## config.mk

```make
export PLATFORM = sky130hd
export DESIGN_NAME = mem_bus_arbiter
export DESIGN_NICKNAME = d
export VERILOG_FILES = /design/src/rtl/mem_bus_arbiter.sv
export SDC_FILE = /design/constraint.sdc
export NUM_CORES = 1
export LEC_CHECK = 0
export CAP_MARGIN = 40
export CORE_MARGIN = 1
export CORE_UTILIZATION = 31
export DETAILED_ROUTE_END_ITERATION = 10
export PLACE_DENSITY = 0.91
export SETUP_SLACK_MARGIN = 0.3
export SLEW_MARGIN = 5
export SYNTH_ARGS = -nofsm -noshare
export SYNTH_HDL_FRONTEND = slang
export SYNTH_SLANG_ARGS = --single-unit
```

## constraint.sdc

```tcl
create_clock -name clk -period 2.2 [get_ports clk]
set_input_delay 0.22 -clock clk [delete_from_list [all_inputs] [get_ports clk]]
set_output_delay 0.22 -clock clk [all_outputs]
set_load 0.02 [all_outputs]
```

## src/rtl/mem_bus_arbiter.sv

```systemverilog
// Shares one memory port among fetch(0), exec(1), DMA(2). A request in cycle n gets its grant and access in n+1, and read data in n+2.
// Losers wait with req held. An owner's lock pins the grant. A fetcher that has waited STARVE_LIMIT cycles is forced to win.
module mem_bus_arbiter #(
    parameter int ADDR_WIDTH   = 16,
    parameter int REG_WIDTH    = 8,
    parameter int STARVE_LIMIT = 4
) (
    input  logic                    clk,
    input  logic                    reset,
    input  logic [2:0]              req,
    input  logic [2:0]              lock,
    input  logic [2:0]              we,
    input  logic [3*ADDR_WIDTH-1:0] addr,
    input  logic [3*REG_WIDTH-1:0]  wdata,
    output logic [2:0]              gnt,
    output logic [2:0]              rvalid,
    output logic [REG_WIDTH-1:0]    rdata,
    output logic                    mem_en,
    output logic                    mem_we,
    output logic [ADDR_WIDTH-1:0]   mem_addr,
    output logic [REG_WIDTH-1:0]    mem_wdata,
    input  logic [REG_WIDTH-1:0]    mem_rdata
);
    localparam int CW = $clog2(STARVE_LIMIT + 1);

    typedef enum logic [2:0] {
        IDLE      = 3'b000,
        OWN_FETCH = 3'b001,
        OWN_EXEC  = 3'b010,
        OWN_DMA   = 3'b100
    } state_t;

    state_t          state_q, state_d;
    logic [2:0]      rd_pending_q, rd_pending_d;
    logic [CW-1:0]   starve_cnt_q, starve_cnt_d;
    logic [2:0]      access;
    logic            starved;

    assign gnt     = state_q;
    assign access  = gnt & req;
    // Only a fetcher that is actually waiting may use the starvation override,
    // so it wins exactly once before the counter has cleared.
    assign starved = req[0] && !gnt[0] && (starve_cnt_q == CW'(STARVE_LIMIT));

    always_comb begin
        state_d      = IDLE;
        rd_pending_d = access & ~we;
        starve_cnt_d = '0;
        if ((gnt & req & lock) != 3'b000) begin
            state_d = state_q;
        end else if (starved) begin
            state_d = OWN_FETCH;
        end else if (req[2]) begin
            state_d = OWN_DMA;
        end else if (req[1]) begin
            state_d = OWN_EXEC;
        end else if (req[0]) begin
            state_d = OWN_FETCH;
        end
        if (req[0] && !gnt[0]) begin
            starve_cnt_d = (starve_cnt_q == CW'(STARVE_LIMIT)) ? starve_cnt_q
                                                                : starve_cnt_q + CW'(1);
        end
    end

    always_comb begin
        mem_en    = 1'b0;
        mem_we    = 1'b0;
        mem_addr  = '0;
        mem_wdata = '0;
        for (int i = 0; i < 3; i++) begin
            if (access[i]) begin
                mem_en    = 1'b1;
                mem_we    = we[i];
                mem_addr  = addr[i*ADDR_WIDTH +: ADDR_WIDTH];
                mem_wdata = wdata[i*REG_WIDTH +: REG_WIDTH];
            end
        end
    end

    assign rvalid = rd_pending_q;
    assign rdata  = (rd_pending_q != 3'b000) ? mem_rdata : '0;

    always_ff @(posedge clk) begin
        if (reset) begin
            state_q      <= IDLE;
            rd_pending_q <= '0;
            starve_cnt_q <= '0;
        end else begin
            state_q      <= state_d;
            rd_pending_q <= rd_pending_d;
            starve_cnt_q <= starve_cnt_d;
        end
    end
endmodule

```

==> key figures, run 1 <==
Yosys
  • Synth Area per Inst: 6.83 sq um
  • Synth top area share: 0.150
  • Synthesized Nets: 269
  • Post-synth EDFFs: 0
  • #FFs+latches synth: 9
  • Sequential-to-total area share from yosys stat: 0.150
  • Mux share of post-synthesis cell area: 0.0166
  • Commonest cells in the netlist: nand2_1 (29), and3_1 (26), a31oi_1 (25)
  • Post-Syn Instances: 176
  • Largest family of logic cells by synthesized area: simple AND/OR/NAND/NOR gates
  • Synth Area in Simple Gates: 0.410
  • Most used DFF post-synth: dfxtp_1
  • Synth Area in Adders: 0.0208
  • Synth Area in Compound Gates: 0.260
  • Xor and xnor fraction of the mapped netlist area: 0.00728
  • Count leader, synth: nand2_1
  • Post-synth top area cell: dfxtp_1
  • Synth cell types: 37
  • Ys async rst share: 0
  • Synthesized cell area: 0.00120 sq mm
  • Synthesis warning total: 0
  • Area contributors post-synth: dfxtp_1 (15%), and3_1 (14%), a31oi_1 (13%)

STA
  • Final number of max-transition violations: 0
  • Count of final hold-check violations: 0
  • Pin slew with the least headroom to its limit: 350 ps
  • Fin Hold WS: 500 ps
  • Slew margin rel.: 0.766
  • Minimum clock period: 1840 ps
  • Clock skew: 3.48 ps
  • Setup tns final: 0 ps
  • RSZ-0062 raised after global routing: true
  • Worst setup margin: 359 ps
  • Crit share post-route: 0.837
  • Max Freq: 543 MHz
  • # setup viols final: 0

Floorplanning
  • Die Y: 64.3 um
  • Initial Utilization: 0.326
  • Row Count: 22
  • Core ar.: 0.00369 sq mm
  • Die ar.: 0.00413 sq mm
  • Die Width: 64.3 um
  • Top-Level Pins: 131

Clock network
  • Reg clk slew, reported paths: 40 ps
  • Clock Tree Buf Depth: 2
  • Sink Count: 9
  • Clock Latency Late Sink: 230 ps
  • CTS buffer count: 3
  • # hold bufs at CTS: 0
  • CTS tree: done
  • H-tree levels: 1
  • Root buf cell: clkbuf_8

Worst setup path
  • Crit path DAT: 1620 ps
  • Crit path cell chain: clkdlybuf4s50_1 > and2_4 > buf_12 > a31oi_1 > o21ai_1 > dlygate4sd2_1
  • Start point of the critical path: req[0]
  • R2R cell count: 5
  • Setup CP Type: in2out
  • Flop2flop setup slack: 880 ps
  • Reg2Reg Launch Point: starve_cnt_q[0]
  • Worst setup EP type: primary output
  • CP max FO: 15
  • RR Endpoint: gnt[1]
  • Crit path max-delay cell type: clkdlybuf4s50_1
  • CP peak stage delay: 510 ps
  • Critical path destination: mem_addr[9]
  • Worst Setup Start Kind: primary input
  • Critical Path RT: 1980 ps

GRT
  • Global-route usage over all layers: 0.231
  • Largest net degree at the start of global routing: 35
  • First-pass GRT wire length: 7540 um
  • Initial antenna violation count: 0
  • Remaining Overflow, GRT: 0
  • Vias in the first global route: 1639

Power and ir drop
  • Internal Power: 0.537 mW
  • Net switching power: 0.227 mW
  • Clock share of power: 0.251
  • Power density of the placed cells: 293 mW/mm^2
  • Sequential power share: 0.230
  • Max VDD drop: 362 uV
  • Leakage dissipation: 1.13 nW
  • Switch share: 0.297
  • Power, Total: 0.764 mW
  • Combinational share of power: 0.519

Drt
  • DR iter-0 viols: 82
  • WL/cell: 13.8 um
  • DR vias: 1789
  • Total routed wirelength: 4900 um
  • DRC Markers: 0
  • DRT Pass-1 Iters: 4
  • Vias per cell: 5.05
  • Post-route ant nets: 0

Layout
  • NumNets Final: 400
  • Area delta synth->final: 117%
  • Final Util: 0.708
  • Fillers: 316
  • Layout cells sized above 1: 0.0850
  • # diodes: 0

Placement
  • Setup WS pre-CTS: -12.8 ps
  • HPWL Detailed: 3890 um
  • Final Wtd Congestion: 0.857
  • Port Buffers: 130

Job
  • Max cap viols: 0

Run status
  • Result of the run: finished clean

Min path
  • Hold path depth: 2
  • Class of the worst hold path: reg2reg
[critical path, delay by kind of cell]
family | cells | cell delay, ps
AO/OA/AOI/OAI | 2 | 200
AND/OR/NAND/NOR | 1 | 200
buffers and inverters | 3 | 1000
[what timing repair did]
action | CTS | global route
endpoints found under the hold margin | 0 | 0
resized for setup | 32 | 15
setup endpoints to repair | 26 | 24
cloned | 0 | 0
setup buffers | 0 | 0
[sequential cells by signal, summed over array words and instances (netlist names)]
signal        count
gnt               3
rvalid            3
starve_cnt_q      3
[metrics by stage]
step           cell area [sq um]  std cells
6_report                    2610        354
5_1_grt                     2610        354
4_1_cts                     2600        354
3_5_place_dp                2580        350
3_3_place_gp                2580        350
2_1_floorplan               1200        176
[logic make-up after synthesis]
family / Yosys count
compound gates: 55
flops: 9
buf+inv: 19
simple gates: 88
xor+xnor: 1
mux: 2
fa+ha+maj: 2
[layout make-up]
type,count,area [sq um],share of cell area
tap,48,60.1,0.0230
sequential,9,180,0.0690
multi-input combinational,148,861,0.330
timing repair buffer,143,1460,0.558
inverter,2,7.51,0.00287
clock buffer,4,45.0,0.0172
[per-layer routing]
| layer | track usage | vias to the layer above | wire, um |
|---|---|---|---|
| li1 | - | 898 | - |
| met1 | 0.228 | 801 | 1850 |
| met2 | 0.463 | 81 | 2570 |
| met3 | 0.0500 | 9 | 417 |
| met4 | 0.0750 | 0 | 68 |
| met5 | 0 | - | 0 |
[power by group through the flow]
| stage | Sequential (mW) | Combinational (mW) | Clock, mW |
|---|---|---|---|
| 2_1_floorplan | 0.181 | 0.147 | 0 |
| 3_3_place_gp | 0.178 | 0.408 | 0 |
| 3_5_place_dp | 0.178 | 0.415 | 0 |
| 4_1_cts | 0.175 | 0.397 | 0.195 |
| 5_1_grt | 0.176 | 0.424 | 0.204 |
| 6_report | 0.175 | 0.397 | 0.192 |
[layout by cell type, fill, tap and decap left out, drive strengths merged, types with 2 or more instances in the layout]
cell           count
a21oi              2
a31oi             25
and2               2
and2b              6
and3              26
buf               13
clkbuf             6
clkdlybuf4s15     13
clkdlybuf4s50    103
dfxtp              9
dlygate4sd2       11
ha                 2
inv                2
mux2i              2
nand2             30
nand3              4
nor2               5
nor2b              4
nor3               3
nor3b              2
o21ai             26
[worst min-delay path by stage]
| stage | from | end | slack, ps |
|---|---|---|---|
| finish | starve_cnt_q[1] | starve_cnt_q[1] | 500 |
| global route | gnt[2] | gnt[2] | 530 |
| CTS | starve_cnt_q[1] | starve_cnt_q[1] | 500 |
| detailed placement | starve_cnt_q[1] | starve_cnt_q[1] | 500 |
| global placement | starve_cnt_q[1] | starve_cnt_q[1] | 480 |
| floorplan | we[0] | rvalid[0] | 290 |
(Power assumes the default switching activity.)
==> inputs of run 2 (changes only) <==
- CORE_UTILIZATION: 31 -> 28
- PLACE_DENSITY: 0.91 -> 0.84
- clock period: 2.2 -> 1.75 ns (I/O delays scaled with it)
==> run 2 against run 1 <==
Wire length rose by 69%. Final area rose by 34%. Non-clock buffer count rose by 31. Die area rose by 10%. Combinational power rose by 79%. Via count rose by 21%. Flip-flop and latch count did not move. Worst hold slack got worse by 6.6 ps. Global-route usage rose by 6.7 points. Critical endpoint is now mem_addr[13]. Largest cell class unchanged.
==> key figures, run 2 (synthesis results as in run 1) <==
Placement
  • HPWL Detailed: 3870 um
  • Final Wtd Congestion: 0.850
  • Setup WS pre-CTS: -363 ps
  • Port Buffers: 130

Floorplanning
  • Die Width: 67.5 um
  • Top-Level Pins: 131
  • Die ar.: 0.00456 sq mm
  • Initial Utilization: 0.296
  • Core ar.: 0.00406 sq mm
  • Row Count: 23
  • Die Y: 67.5 um

Power and ir drop
  • Combinational share of power: 0.600
  • Net switching power: 0.403 mW
  • Power density of the placed cells: 338 mW/mm^2
  • Power, Total: 1.18 mW
  • Max VDD drop: 421 uV
  • Leakage dissipation: 1.46 nW
  • Switch share: 0.341
  • Sequential power share: 0.189
  • Clock share of power: 0.211
  • Internal Power: 0.780 mW

GRT
  • Largest net degree at the start of global routing: 18
  • Initial antenna violation count: 0
  • Vias in the first global route: 2057
  • First-pass GRT wire length: 10100 um
  • Global-route usage over all layers: 0.298
  • Remaining Overflow, GRT: 0

Worst setup path
  • Reg2Reg Launch Point: starve_cnt_q[0]
  • Critical path destination: mem_addr[13]
  • Start point of the critical path: gnt[0]
  • Critical Path RT: 1570 ps
  • Worst Setup Start Kind: flip-flop
  • RR Endpoint: gnt[1]
  • Setup CP Type: reg2out
  • Flop2flop setup slack: 420 ps
  • Worst setup EP type: primary output
  • CP max FO: 6
  • R2R cell count: 5
  • Crit path DAT: 1460 ps

STA
  • Crit share post-route: 0.934
  • Worst setup margin: 115 ps
  • Max Freq: 612 MHz
  • Setup tns final: 0 ps
  • Minimum clock period: 1640 ps
  • # setup viols final: 0
  • Fin Hold WS: 493 ps
  • RSZ-0062 raised after global routing: true
  • Count of final hold-check violations: 0
  • Pin slew with the least headroom to its limit: 314 ps
  • Final number of max-transition violations: 0
  • Slew margin rel.: 0.790
  • Clock skew: 3.21 ps

Layout
  • Final Util: 0.863
  • Commonest cells after routing, fill and taps aside: clkdlybuf4s50_1 (90), buf_6 (33), nand2_1 (29), buf_4 (24), o21ai_2 (21)
  • NumNets Final: 432
  • Commonest non-fill, non-tap cell in the layout: clkdlybuf4s50_1
  • Layout cells sized above 1: 0.447
  • # diodes: 0
  • Area delta synth->final: 191%

Drt
  • DR vias: 2162
  • WL/cell: 21.3 um
  • DR iter-0 viols: 134
  • Total routed wirelength: 8270 um
  • Post-route ant nets: 0
  • DRC Markers: 0
  • DRT Pass-1 Iters: 4
  • Vias per cell: 5.57

Clock network
  • H-tree levels: 1
  • Reg clk slew, reported paths: 50 ps
  • Root buf cell: clkbuf_8
  • Clock Tree Buf Depth: 2
  • CTS tree: done
  • Sink Count: 9
  • CTS buffer count: 3
  • Clock Latency Late Sink: 240 ps

Min path
  • Class of the worst hold path: reg2reg

Job
  • Max cap viols: 0

Run status
  • Result of the run: finished clean
==> run 2: cell types whose count changed in the layout (fill, tap and decap cells not counted), moves of 18 or more <==
cell	change
buf_6	+32
a31oi_1	-24
o21ai_1	-21
o21ai_2	+21
a31oi_4	+18
buf_4	+18
==> run 2: power groups by stage <==
stage	Clock, mW	Sequential (mW)	Combinational [mW]
after floorplan	0	0.228	0.200
after global routing	0.262	0.225	0.741
final	0.250	0.224	0.709
after CTS	0.250	0.220	0.628
after detailed placement	0	0.223	0.533
after global placement	0	0.222	0.529
==> run 2: repair_timing <==
action | in CTS | in global routing
setup buffers | 14 | 9
setup endpoints to repair | 36 | 35
hold endpoints to repair | 0 | 0
pin swaps | 11 | 12
hold buffers | 0 | 0
gates resized for setup | 223 | 55
gates cloned | 6 | 0
==> run 2: worst max-delay path: stages, from the launching register on <==
cell	delay, ps
dfxtp_2	350
and2_4	200
buf_8	140
buf_4	120
a31oi_4	80
o21ai_2	180
buf_6	150
==> run 2: worst min path at each step <==
stage | from | to | slack [ps] | depth (start not counted)
after global routing | we[2] | rvalid[2] | 520 | 2
final | starve_cnt_q[1] | starve_cnt_q[1] | 490 | 2
after detailed placement | starve_cnt_q[1] | starve_cnt_q[1] | 490 | 2
after floorplan | we[0] | rvalid[0] | 240 | 1
after CTS | starve_cnt_q[1] | starve_cnt_q[1] | 500 | 2
after global placement | starve_cnt_q[1] | starve_cnt_q[1] | 480 | 2
==> run 2: routing by layer <==
metal  global-route usage  routed length [um]
met5                    0                   0
met4                0.117                 290
met1                0.327                3120
met2                0.551                4210
met3               0.0591                 642
==> run 2: through the flow <==
step                      cell area (sq um)  cells
final                                  3500    388
after global routing                   3500    388
after CTS                              3220    379
after detailed placement               2630    355
after global placement                 2630    355
after floorplan                        1270    176
==> run 2: cell type report <==
cell class / instances / area, sq um
clock buffer: 4 / 45.0
fill: 181 / 557
inverter: 2 / 7.51
multi-input combinational: 149 / 1340
sequential: 9 / 189
tap: 50 / 62.6
timing repair buffer: 174 / 1860
